===== src/rtl/x_system.sv =====
// Two-stage registered power/polynomial unit: Z = f(x) for x^2, x^3, x^4 or x^4+x^3+x^2+x+1.
// Optional parity output z_par is enabled by defining X_SYS_PARITY_EN.
module x_system #(
   parameter int X_W = 5,
   parameter int Z_W = 22
) (
   input  logic           clk,
   input  logic           rst_n,
   input  logic [X_W-1:0] X,
   input  logic [1:0]     Sel,
   input  logic           x_type,
   input  logic           in_vld,
   output logic [Z_W-1:0] Z,
   output logic           z_vld
`ifdef X_SYS_PARITY_EN
   ,
   output logic           z_par
`endif
);

   logic [X_W-1:0] r_x;
   logic [1:0]     r_sel;
   logic           r_type;
   logic           r_vld;

   logic [Z_W-1:0] w_xe;
   logic [Z_W-1:0] w_x2;
   logic [Z_W-1:0] w_x3;
   logic [Z_W-1:0] w_x4;
   logic [Z_W-1:0] w_poly;
   logic [Z_W-1:0] w_zNext;

   always_ff @(posedge clk or negedge rst_n) begin
      if (!rst_n) begin
         r_x    <= '0;
         r_sel  <= '0;
         r_type <= 1'b0;
         r_vld  <= 1'b0;
      end else begin
         r_x    <= X;
         r_sel  <= Sel;
         r_type <= x_type;
         r_vld  <= in_vld;
      end
   end

   // Two's-complement products keep the same low bits whether the operand is signed or not,
   // so extending x to Z_W bits once is enough for both output formats.
   assign w_xe   = {{(Z_W-X_W){r_type & r_x[X_W-1]}}, r_x};
   assign w_x2   = w_xe * w_xe;
   assign w_x3   = w_x2 * w_xe;
   assign w_x4   = w_x2 * w_x2;
   assign w_poly = w_x4 + w_x3 + w_x2 + w_xe + Z_W'(1);

   always_comb begin
      w_zNext = '0;
      case (r_sel)
         2'b00:   w_zNext = w_x2;
         2'b01:   w_zNext = w_x3;
         2'b10:   w_zNext = w_x4;
         default: w_zNext = w_poly;
      endcase
   end

   always_ff @(posedge clk or negedge rst_n) begin
      if (!rst_n) begin
         Z     <= '0;
         z_vld <= 1'b0;
      end else begin
         Z     <= w_zNext;
         z_vld <= r_vld;
      end
   end

`ifdef X_SYS_PARITY_EN
   always_ff @(posedge clk or negedge rst_n) begin
      if (!rst_n) z_par <= 1'b0;
      else        z_par <= ^w_zNext;
   end
`endif

endmodule


===== config.mk =====
export PLATFORM = sky130hd
export DESIGN_NAME = x_system
export DESIGN_NICKNAME = d
export VERILOG_FILES = /design/src/rtl/x_system.sv
export SDC_FILE = /design/constraint.sdc
export NUM_CORES = 1
export LEC_CHECK = 0
export ABC_AREA = 1
export CORE_ASPECT_RATIO = 1.2
export CORE_UTILIZATION = 60
export DETAILED_ROUTE_END_ITERATION = 8
export DONT_BUFFER_PORTS = 1
export PLACE_DENSITY = 0.74
export SLEW_MARGIN = 5
export SYNTH_ARGS = -nofsm -noshare
export SYNTH_HDL_FRONTEND = slang
export SYNTH_SLANG_ARGS = --single-unit

===== constraint.sdc =====
create_clock -name clk -period 23.1 [get_ports clk]
set_clock_uncertainty 0.05 [all_clocks]
set_input_delay 4.62 -clock clk [delete_from_list [all_inputs] [get_ports clk]]
set_output_delay 4.62 -clock clk [all_outputs]
set_load 0.01 [all_outputs]

==> results.toml <==
[status]
status = "completed"

[synthesis]
synthTopCellsByArea = "fa_1 36%, ha_1 16%, inv_1 12%"
synth_async_sr_flop_share_pct = 100
synthTopCellsByCount = "349 x inv_1, 228 x nand2_1, 194 x fa_1"
syn-cell-area_sq_mm = 0.0107
synth_top_area_cell = "fa_1"
syn_inst = 1330
ys_warn_count = 0
synth_top_area_share_pct = 36.2
yosysUniqueCellTypes = 45
synth_seq_cells = 32
synth_most_common_cell = "inv_1"
ys_seq_area_share_pct = 7.47
synth_edf_count = 0
synth_flop_cell = "dfrtp_1"
synth.avg_cell_area_sq_um = 8.06

[cells_and_area]
area_growth_pct = 3.97
fin_nets = 1668
fillers = 1570
drive_gt1_share_pct = 3.31
final_area_sq_mm = 0.0112
n_antenna_cell = 0

[routing]
drc = 0
dr.pass1.iters = 5
via_count = 8393
wl_per_cell_um = 16.9
drt_iter0_drc = 592
routed_via_density = 5.42
ant_nets = 0
wl_um = 26200

[clock_tree]
post_cts.resized_instances = 0
tritoncts = "yes"
clk_latency_ps = 270
numCtsBuffers = 5
cts_hold_buf = 0
clockBufferDepth = 2
post_cts_buffers = 0
cts.sinks = 32
cts_htree_levels = 2
cts_root_buffer = "clkbuf_16"
cts.reportedPaths.clkPinSlew_ps = 50

[sta]
layout_min_cycle_time_ps = 12270
worstMarginPinSlew_ps = 787
rsz0062_at_grt = "no"
fin_setup_tns_ps = 0
holdWs_ps = 294
final_max_slew_viol_count = 0
max_freq_mhz = 81.5
slew_headroom_pct = 47.4
period_share_pct = 53.1
setup_viol = 0
final_hold_viol_count = 0

[floorplan]
rows = 53
initial_core_util_pct = 61.3
fp.dieH_um = 148
die_area_sq_mm = 0.0184
core_sq_mm = 0.0175
die_x_um = 124
io_pins = 34

[worst_setup_path]
cp_data_arrival_time_ps = 12380
crit_slowest_cell = "clkinv_1"
critPathMostFrequentCell = "nand2_1"
slowest_delay_ps = 590
crit_type = "reg -> reg"
cp_max_fo = 19
cp.required_ps = 23210
start_kind = "flop"
worst_setup_path_end_kind = "flop"

[run]
cap_viol_max_count = 0

[hold_path]
min_path_type = "reg -> reg"

[global_route]
grt_pass1_vias = 8810
grt_max_degree = 33
grt_pass1_wl_um = 43500
grt_overflow = 0
track_usage_pct = 30.9
grt_antenna_before_repair = 0

[placed_design]
post_dp_cell_area_sq_mm = 0.0110
hpwlAfterDp_um = 22500
place_congestion = 0.983
numPortBuffers = 0
==> flip-flops by register name, indices dropped and copies added (netlist names) <==
name,count
r_vld,1
r_sel,2
z_vld,1
r_type,1
Z,22
r_x,5
==> stage by stage <==
| stage | cells | utilization, % | setup slack [ps] |
|---|---|---|---|
| final | 1548 | 63.7 | 10830 |
| after global routing | 1548 | 63.7 | 10160 |
| after CTS | 1548 | 63.7 | 11000 |
| after detailed placement | 1540 | 62.7 | 11070 |
| after global placement | 1540 | 62.7 | 11240 |
| after floorplan | 1333 | - | 12270 |
==> final cells by class <==
cell class,instances,area [sq um],area share (%)
multi-input cells,925,8510,76.4
well taps,220,275,2.47
inverters,359,1350,12.1
repair buffers,4,30.0,0.269
clock buffers,7,153,1.37
clock inverters,1,30.0,0.269
flip-flops and latches,32,801,7.18
==> worst max-delay path, delay by kind of cell, from the launching register on <==
kind | cells | cell delay, ps
buffers and inverters | 8 | 1380
AND/OR/NAND/NOR | 23 | 3540
flip-flops | 1 | 580
AO/OA/AOI/OAI | 4 | 620
adder cells (fa/ha/maj) | 13 | 5970
==> cell families (layout without fill, tap and decap cells) <==
logic type | after synthesis | in the layout | share of synthesized area, %
adder cells (fa/ha/maj) | 330 | 330 | 52.1
AO/OA/AOI/OAI | 128 | 128 | 6.82
other | 1 | 4 | 0.0350
AND/OR/NAND/NOR | 414 | 414 | 16.3
flip-flops | 32 | 32 | 7.47
XOR/XNOR | 49 | 49 | 4.07
buffers and inverters | 376 | 371 | 13.3
==> metal layers <==
| layer | vias up | global-route usage (%) | share of wire (%) |
|---|---|---|---|
| li1 | 3994 | - | - |
| met1 | 4102 | 40.7 | 41 |
| met2 | 257 | 53.7 | 50 |
| met3 | 40 | 3.26 | 5.3 |
| met4 | 0 | 8.21 | 2.9 |
| met5 | - | 0 | 0 |
==> placed cells by master, fill, tap and decap left out, types with 31 or more instances in the layout <==
cell	instances
a21oi_1	51
dfrtp_1	32
fa_1	194
ha_1	136
inv_1	349
nand2_1	228
nand3_1	37
nor2_1	101
o21ai_0	36
xor2_1	31
==> final timing paths <==
path	to	slack, ps	cells past startpoint	from
setup / recovery	Z[19]$_DFF_PN0_	10830	48	r_x[4]$_DFF_PN0_
hold / removal	z_vld$_DFF_PN0_	290	0	r_vld$_DFF_PN0_
setup reg to reg	Z[19]$_DFF_PN0_	10830	48	r_x[4]$_DFF_PN0_
hold reg to reg	z_vld$_DFF_PN0_	290	0	r_vld$_DFF_PN0_
max in group asynchronous	Z[17]$_DFF_PN0_	18940	0	rst_n
min in group asynchronous	Z[14]$_DFF_PN0_	3990	0	rst_n
Power is left out: the tool's default activity adds up to more than one toggle a clock period on the data nets, which glitch-free logic cannot reach.
